`src/rtl/fetch_queue.sv`:
```
// -----------------------------------------------------------------------------
// fetch_queue
//
// Instruction prefetch queue sitting between a word-addressed RAM with a
// one-cycle read latency and a CPU front end. The block keeps a fetch address
// (fpc), issues at most one read per cycle, captures the returning word one
// cycle later into a circular buffer, and presents the oldest entry to the CPU
// through a valid/ready handshake. A redirect from the CPU flushes everything,
// including a read still in flight, and restarts fetching at a new address.
//
// Parameters
//   DEPTH      number of queue entries (power of two, >= 2)
//   RESET_PC   first fetch address after reset
//   ADDR_STEP  address increment per fetched word
//
// Ports
//   clk             clock, all state changes on the rising edge
//   reset           synchronous active-high reset
//   ram_addr        RAM read address (always shows fpc)
//   ram_load        RAM read strobe, 1 = read issued this cycle
//   ram_data        RAM read data, valid the cycle after ram_load
//   redirect_valid  restart fetching at redirect_addr
//   redirect_addr   new fetch address
//   instr_valid     head entry valid
//   instr           head instruction word
//   instr_pc        address the head word was fetched from
//   instr_ready     CPU accepts the head entry
//   level           number of occupied entries
// -----------------------------------------------------------------------------
module fetch_queue #(
   parameter int unsigned DEPTH     = 4,
   parameter logic [31:0] RESET_PC  = 32'h0,
   parameter int unsigned ADDR_STEP = 1
) (
   input  logic                      clk,
   input  logic                      reset,
   output logic [31:0]               ram_addr,
   output logic                      ram_load,
   input  logic [31:0]               ram_data,
   input  logic                      redirect_valid,
   input  logic [31:0]               redirect_addr,
   output logic                      instr_valid,
   output logic [31:0]               instr,
   output logic [31:0]               instr_pc,
   input  logic                      instr_ready,
   output logic [$clog2(DEPTH):0]    level
);

   localparam int          PW      = $clog2(DEPTH);
   localparam int          CW      = PW + 1;
   localparam logic [31:0] STEP    = 32'(ADDR_STEP);
   localparam logic [CW:0] DEPTH_C = (CW + 1)'(DEPTH);

   // Architectural state
   logic [31:0]   fpc_r;
   logic [31:0]   ipc_r;
   logic          inflight_r;
   logic [PW-1:0] rp_r;
   logic [PW-1:0] wp_r;
   logic [CW-1:0] count_r;

   // Entry storage (data only, no reset needed: count gates visibility)
   logic [31:0]   instr_mem_r [DEPTH];
   logic [31:0]   pc_mem_r    [DEPTH];

   // Per-cycle control
   logic          pop_s;
   logic          push_s;
   logic          issue_s;
   logic [CW:0]   occ_s;

   // Handshake, capture and issue decisions for the current cycle
   always_comb begin
      pop_s   = 1'b0;
      push_s  = 1'b0;
      issue_s = 1'b0;
      occ_s   = {1'b0, count_r};

      if (count_r != {CW{1'b0}}) begin
         pop_s = instr_ready;
      end else begin
         pop_s = 1'b0;
      end

      // A response is only kept if no flush (reset or redirect) hits this
      // cycle; a flushed in-flight read is thereby discarded.
      if (inflight_r && !redirect_valid && !reset) begin
         push_s = 1'b1;
      end else begin
         push_s = 1'b0;
      end

      // Projected occupancy: entries held, plus the word about to land,
      // minus the one leaving. Issuing only below DEPTH guarantees the
      // capture next cycle always finds a free slot.
      occ_s = {1'b0, count_r} + {{CW{1'b0}}, inflight_r} - {{CW{1'b0}}, pop_s};

      if (!reset && !redirect_valid && (occ_s < DEPTH_C)) begin
         issue_s = 1'b1;
      end else begin
         issue_s = 1'b0;
      end
   end

   // Control state: fetch address, in-flight tag, pointers and occupancy
   always_ff @(posedge clk) begin
      if (reset) begin
         fpc_r      <= RESET_PC;
         ipc_r      <= 32'h0;
         inflight_r <= 1'b0;
         rp_r       <= {PW{1'b0}};
         wp_r       <= {PW{1'b0}};
         count_r    <= {CW{1'b0}};
      end else if (redirect_valid) begin
         // Redirect wins over push and pop; back-to-back redirects simply
         // keep overwriting fpc, so the last address sticks.
         fpc_r      <= redirect_addr;
         inflight_r <= 1'b0;
         rp_r       <= {PW{1'b0}};
         wp_r       <= {PW{1'b0}};
         count_r    <= {CW{1'b0}};
      end else begin
         if (issue_s) begin
            fpc_r <= fpc_r + STEP;
            ipc_r <= fpc_r;
         end
         inflight_r <= issue_s;
         if (push_s) begin
            wp_r <= wp_r + PW'(1);
         end
         if (pop_s) begin
            rp_r <= rp_r + PW'(1);
         end
         count_r <= count_r + CW'(push_s) - CW'(pop_s);
      end
   end

   // Capture the returning RAM word together with the address it came from
   always_ff @(posedge clk) begin
      if (push_s) begin
         instr_mem_r[wp_r] <= ram_data;
         pc_mem_r[wp_r]    <= ipc_r;
      end
   end

   // Output mapping: strobe follows the issue decision, head entry is read
   // straight from the buffer at rp
   always_comb begin
      ram_load    = issue_s;
      ram_addr    = fpc_r;
      instr_valid = (count_r != {CW{1'b0}});
      instr       = instr_mem_r[rp_r];
      instr_pc    = pc_mem_r[rp_r];
      level       = count_r;
   end

endmodule

```
`config.mk`:
```
export PLATFORM = sky130hd
export DESIGN_NAME = fetch_queue
export DESIGN_NICKNAME = d
export VERILOG_FILES = /design/src/rtl/fetch_queue.sv
export SDC_FILE = /design/constraint.sdc
export NUM_CORES = 1
export LEC_CHECK = 0
export CAP_MARGIN = 30
export CORE_MARGIN = 10
export CORE_UTILIZATION = 44
export DETAILED_ROUTE_END_ITERATION = 10
export PLACE_DENSITY = 0.66
export SLEW_MARGIN = 10
export SYNTH_ARGS = -nofsm -noshare
export SYNTH_HDL_FRONTEND = slang
export SYNTH_SLANG_ARGS = --single-unit
```
`constraint.sdc`:
```
create_clock -name clk -period 9 [get_ports clk]
set_input_delay 1.8 -clock clk [delete_from_list [all_inputs] [get_ports clk]]
set_output_delay 1.8 -clock clk [all_outputs]
set_load 0.01 [all_outputs]
```
==> results of run 1 <==
[cells in the final DEF, fill, tap and decap left out, types with 5 or more instances in the layout]
master           synthesis  routed
edfxtp_1               256     256
a21oi_1                 39      39
nor2_1                  36      36
inv_1                   14      14
nand2_1                 81      81
nand4_1                 11      11
xnor2_1                 19      19
clkinv_1                 0       7
nor3_1                   8       8
dfxtp_1                 74      72
clkdlybuf4s50_1          0     167
and2_1                   5       5
clkbuf_16                0      37
a211oi_1                16      16
a2111oi_0                5       5
nand3_1                 10      10
ha_1                    10      10
nor2b_1                  8       8
a2111oi_1               10      10
a211oi_2                 6       6
clkinv_2                 0       8
buf_4                    2       9
mux4_2                  64      64
[sequential cells by signal, indices dropped and copies added, names as in the netlist, named ones only]
signal       count
inflight_r       1
instr_mem_r    128
ipc_r           32
level            3
pc_mem_r       128
ram_addr        32
rp_r             2
wp_r             2
[kinds of logic after synthesis]
family	Yosys count
DFF	330
and+or+nand+nor	186
AOI/OAI and AO/OA	99
muxes	67
buffers and inverters	63
xor gates and xnor gates	20
adders and majority gates	11
[worst max-delay path by stage]
stage	from	endpoint	cells after the start
finish	instr_ready	ram_load	10
global placement	instr_ready	ram_load	10
detailed placement	instr_ready	ram_load	10
floorplan	instr_ready	ram_load	11
CTS	instr_ready	ram_load	10
global route	instr_ready	ram_load	10
[stage by stage]
stage / cell area, µm² / worst slack (ns) / power, µW / hold slack, ns / std cells
floorplan: 12900 / 3.360 / 1789 / 0.4600 / 776
global route: 16170 / 2.088 / 3353 / 0.5275 / 1357
finish: 16170 / 2.252 / 3238 / 0.4993 / 1357
global placement: 14940 / 2.271 / 1890 / 0.4864 / 1290
detailed placement: 14940 / 2.277 / 1892 / 0.4954 / 1290
CTS: 16060 / 2.261 / 3279 / 0.5036 / 1352
[layer usage]
layer / vias up / global-route usage (%)
met1: 3609 / 20.30
met4: 0 / 3.756
met3: 34 / 4.574
li1: 3385 / -
met2: 236 / 23.38
met5: - / 0
[synthesized netlist by cell type (2+ instances only)]
| cell | number | area [µm²] |
|---|---|---|
| a2111o_1 | 2 | 22.52 |
| a2111oi_0 | 5 | 43.79 |
| a2111oi_1 | 10 | 100.1 |
| a2111oi_2 | 3 | 45.04 |
| a2111oi_4 | 2 | 55.05 |
| a211oi_1 | 16 | 120.1 |
| a211oi_2 | 6 | 75.07 |
| a21oi_1 | 39 | 195.2 |
| a311oi_1 | 4 | 35.03 |
| and2_1 | 5 | 31.28 |
| and3_1 | 8 | 50.05 |
| and4_1 | 4 | 35.03 |
| buf_1 | 7 | 26.28 |
| buf_2 | 6 | 30.03 |
| buf_4 | 2 | 15.01 |
| buf_6 | 2 | 22.52 |
| clkbuf_1 | 30 | 112.6 |
| dfxtp_1 | 74 | 1481 |
| edfxtp_1 | 256 | 7687 |
| ha_1 | 10 | 125.1 |
| inv_1 | 14 | 52.55 |
| inv_2 | 2 | 7.510 |
| mux2i_1 | 3 | 30.03 |
| mux4_2 | 64 | 1441 |
| nand2_1 | 81 | 304.0 |
| nand3_1 | 10 | 50.05 |
| nand4_1 | 11 | 68.82 |
| nor2_1 | 36 | 135.1 |
| nor2b_1 | 8 | 50.05 |
| nor3_1 | 8 | 40.04 |
| nor3b_1 | 2 | 15.01 |
| o21ai_0 | 4 | 20.02 |
| or3_1 | 2 | 12.51 |
| or4_1 | 4 | 30.03 |
| xnor2_1 | 19 | 166.4 |
[power groups by stage]
stage	Sequential (µW)	Combinational, µW	Clock [µW]
3_3_place_gp	1720	165	0
2_1_floorplan	1720	71.0	0
5_1_grt	1700	181	1470
4_1_cts	1690	168	1420
6_report	1690	166	1380
3_5_place_dp	1730	166	0
[critical path, stage by stage]
cell and delay (ns):
clkdlybuf4s50_1 0.44, and2_1 0.22, ha_1 0.18, inv_1 0.04, ha_1 0.25, and3b_1 0.21, or4_1 0.89, and2_1 0.31
inv_2 0.06, clkdlybuf4s50_1 0.54
[area by class of cell]
class | count | area (µm²)
Fill cell | 2276 | 12610
Sequential cell | 330 | 9176
Multi-Input combinational cell | 383 | 3483
Timing Repair Buffer | 182 | 1854
Clock buffer | 43 | 968.4
Tap cell | 384 | 480.5
Clock inverter | 19 | 142.6
Inverter | 16 | 60.06
==> impl_metrics.yaml, run 1 <==
final_layout:
  syn_to_final_growth_pct: 25.33
  post-route-util_pct: 56.17
  drive_gt1_share_pct: 15.62
  antennaDiodeCount: 0
  fin_nets: 1028
placed_design:
  gp_congestion: 0.8214
  dpl.hpwl_um: 17150
  port_buffers: 168
critical_path:
  worstReg2RegEnd: "ram_addr[6]"
  crit_fanout: 16
  crit_type: "input port to output pin"
  start_kind: "input port"
  reg2reg_depth: 12
  required_ns: 7.20
  end_kind: "output pin"
  r2r-start: "level[2]"
  crit_arrival_ns: 4.95
  r2r_slack_ns: 5.04
clocking:
  cts_root_buffer: "clkbuf_16"
  post_cts_resized: 0
  cts_tree: "done"
  clk_latency_ns: 0.51
  cts_setup_buffers: 0
  cts_num_sinks: 330
  clk_pin_slew_worst_paths_ns: 0.06
  hold_buffers: 0
  htreeDepth: 2
  clock_path_buffers: 3
  cts_buffers: 36
power:
  max-vdd-ir-drop_v: 0.00009901
  power.switching_uw: 668.5
  powerDensity_nw_per_um2: 200.3
  power_frac_comb_pct: 5.1
  netSwitchingFraction_pct: 20.65
  p_leak_uw: 0.005151
  p_int_uw: 2569
  power_frac_seq_pct: 52.3
  clock_power_share_pct: 42.6
die:
  ios: 169
  rows: 62
  die_h_um: 191.2
  die_area_um2: 36560
  fp.dieW_um: 191.2
  start_util_pct: 44.82
  coreArea_um2: 28780
global_routing:
  grt_pass1_wl_um: 43420
  grt.overflow.total: 0
  first_global_vias: 7437
  grt_usage_pct: 15.04
  antenna_found_initial: 0
  grt_start_max_net_pins: 69
synthesis:
  avgSynthCellArea_um2: 16.62
  synth_cells: 776
  ys_seq_area_share_pct: 71.08
  synth_top_family_by_area: "multiplexers"
  synth_compound_area_share_pct: 6.063
  yosys.area_share.xor_xnor_pct: 1.358
  synth-simple-area-share_pct: 6.897
  yosysWarnings: 0
  syn_area_um2: 12900
  muxShareOfSynthArea_pct: 11.41
  synth_nets: 855
  synthAdderAreaFrac_pct: 1.125
  synth_cell_types: 52
  synth_edf_count: 256
  ys_async_sr_fraction_pct: 0
  ys_seq_elements: 330
  ys.flop_type: "edfxtp_1"
sta:
  fmax_mhz: 148.2
  tns_ns: 0
  finalCritPeriodShare_pct: 74.97
  clock_skew_ns: 0.01726
  slew_violations: 0
  rsz0062_at_grt: "no"
  setup_viol: 0
  max-slew-margin-rel_pct: 37.84
  hold_viol: 0
  fin_crit_ns: 6.748
  max_slew.worst_pin.slew_ns: 0.9324
routing:
  num_vias: 7264
  ant_nets: 0
  drt_wl_total_um: 27980
  drc: 0
  wl_met2_um: 12670
  wl_per_cell_um: 20.62
  wl_met1_um: 12650
  drt-pass1-iter-count: 5
  routed-wl-met3_um: 2204
  top_layer_used: "met4"
  viasPerCell: 5.353
  drt_iter0_drc: 535
worst_hold_path:
  holdPathStages: 2
  min_from: "ipc_r[1]"
  hold_class: "flip-flop to flip-flop"
  hold_end: "ipc_r[1]"
outcome:
  status: "complete, no violations"
run:
  drv_cap: 0
Power figures use the tool's default switching activity.
==> inputs of run 2 (changes only) <==
Settings changed: PLACE_DENSITY 0.66 to 0.69.
Clock period 9 ns to 5.5 ns, I/O delays scaled along.
==> run 2 against run 1 <==
Net effect:
- via count fell by 0.15%
- hold slack got worse by 0.0038 ns
- setup slack got worse by 1.5 ns
- power rose by 63%
- global-route usage rose by 0.99 points
- final area fell by 0.14%
- highest routed layer unchanged
- sequential power rose by 64%
- sequential cell count did not move
- clock skew fell by 0.0048 ns
- sequential share of layout area rose by 0.079 points
- largest power group unchanged
- critical path depth did not move
- core utilization fell by 0.078 points
==> impl_metrics.yaml, run 2 (synthesis results as in run 1) <==
final_layout:
  fin_nets: 1029
  post-route-util_pct: 56.09
  drive_gt1_share_pct: 15.38
  seqCellArea_um2: 9176
  syn_to_final_growth_pct: 25.15
  fillers: 2255
  multi_input_area_um2: 3483
  antennaDiodeCount: 0
  final_cell_mix: "256 x edfxtp_1, 167 x clkdlybuf4s50_1, 81 x nand2_1, 72 x dfxtp_1, 64 x mux4_2"
  reg_top3: "instr_mem_r: 128 flops, pc_mem_r: 128 flops"
  layout_commonest_cell: "edfxtp_1"
  fin_cells: 1359
run:
  drv_cap: 0
global_routing:
  first_global_vias: 7716
  met2_usage_pct: 25.71
  top_usage_layer: "met2"
  grt_start_max_net_pins: 68
  grt_use_met1_pct: 21.12
  grt_pass1_wl_um: 45600
  antenna_found_initial: 0
  gr-usage-met3_pct: 4.282
  grt_usage_pct: 16.03
  grt.overflow.total: 0
placed_design:
  dpl.cell_count: 1296
  dpl.hpwl_um: 18630
  gp_congestion: 0.8516
  port_buffers: 168
routing:
  ant_nets: 0
  viasPerCell: 5.337
  num_vias: 7253
  wl_per_cell_um: 21.35
  drt_iter0_drc: 419
  drt-pass1-iter-count: 5
  drc: 0
  drt_wl_total_um: 29020
clocking:
  clk_latency_ns: 0.50
  htreeDepth: 2
  cts_root_buffer: "clkbuf_16"
  cts_setup_buffers: 0
  cts_tree: "done"
  cts_buffers: 35
  post_cts_resized: 0
  clk_pin_slew_worst_paths_ns: 0.06
  hold_buffers: 0
  clock_path_buffers: 3
  cts_num_sinks: 330
critical_path:
  crit_arrival_ns: 3.69
  required_ns: 4.40
  end_kind: "output pin"
  crit_fanout: 4
  start_kind: "input port"
  crit_type: "input port to output pin"
sta:
  hold_viol: 0
  rsz0062_at_grt: "no"
  max_slew.worst_pin.slew_ns: 0.9473
  fmax_mhz: 208.8
  tns_ns: 0
  slew_violations: 0
  clock_skew_ns: 0.01241
  max-slew-margin-rel_pct: 36.18
  finalCritPeriodShare_pct: 87.06
  fin_crit_ns: 4.788
  setup_viol: 0
power:
  powerDensity_nw_per_um2: 327.3
  p_leak_uw: 0.005129
  max-vdd-ir-drop_v: 0.0001665
outcome:
  status: "complete, no violations"
die:
  ios: 169
  start_util_pct: 44.82
  coreArea_um2: 28780
  rows: 62
  die_area_um2: 36560
  die_h_um: 191.2
  fp.dieW_um: 191.2
worst_hold_path:
  hold_class: "flip-flop to flip-flop"
==> run 2: path summary, 6_finish.rpt <==
| path | start | to | slack (ns) | depth (start not counted) |
|---|---|---|---|---|
| max reg2reg | level[2] | ram_addr[6] | 2.10 | 12 |
| max | instr_ready | ram_load | 0.71 | 10 |
| min | ipc_r[0] | ipc_r[0] | 0.50 | 2 |
| min reg2reg | ipc_r[0] | ipc_r[0] | 0.50 | 2 |
==> run 2: where the power goes <==
group	switching [µW]	total (µW)	internal, µW
clock network	916	2240	1330
logic	130	273	142
registers	52.4	2770	2720
total	1100	5280	4190
==> run 2: area by class of cell <==
type	instances	share of cell area (%)
Sequential cell	330	56.84
Multi-Input combinational cell	383	21.58
Tap cell	384	2.976
Inverter	16	0.3720
Clock buffer	47	5.968
Timing Repair Buffer	184	11.46
Clock inverter	15	0.8061
==> run 2: critical path, stage by stage <==
cell and delay (ns):
clkdlybuf4s50_1 0.45, and2_1 0.20, ha_1 0.17, inv_1 0.04, ha_1 0.25, and3b_1 0.20
or4_1 0.52, and2_1 0.18, inv_2 0.06, clkdlybuf4s50_1 0.53
==> run 2: per-layer routing <==
metal  vias to the layer above  routed length (µm)
met2                       217               13650
met5                         -                   0
met3                        44                2102
li1                       3389                   -
met4                         0                 601
met1                      3603               12670
==> run 2: per-stage QoR <==
stage / setup slack [ns] / area (µm²) / hold slack [ns] / power, µW
6_report: 0.7117 / 16140 / 0.4955 / 5284
2_1_floorplan: 1.260 / 12900 / 0.4600 / 2928
3_3_place_gp: 0.7161 / 14990 / 0.4820 / 3094
5_1_grt: 0.5142 / 16140 / 0.5234 / 5477
4_1_cts: 0.6917 / 16120 / 0.4994 / 5355
3_5_place_dp: 0.6951 / 15020 / 0.4915 / 3099
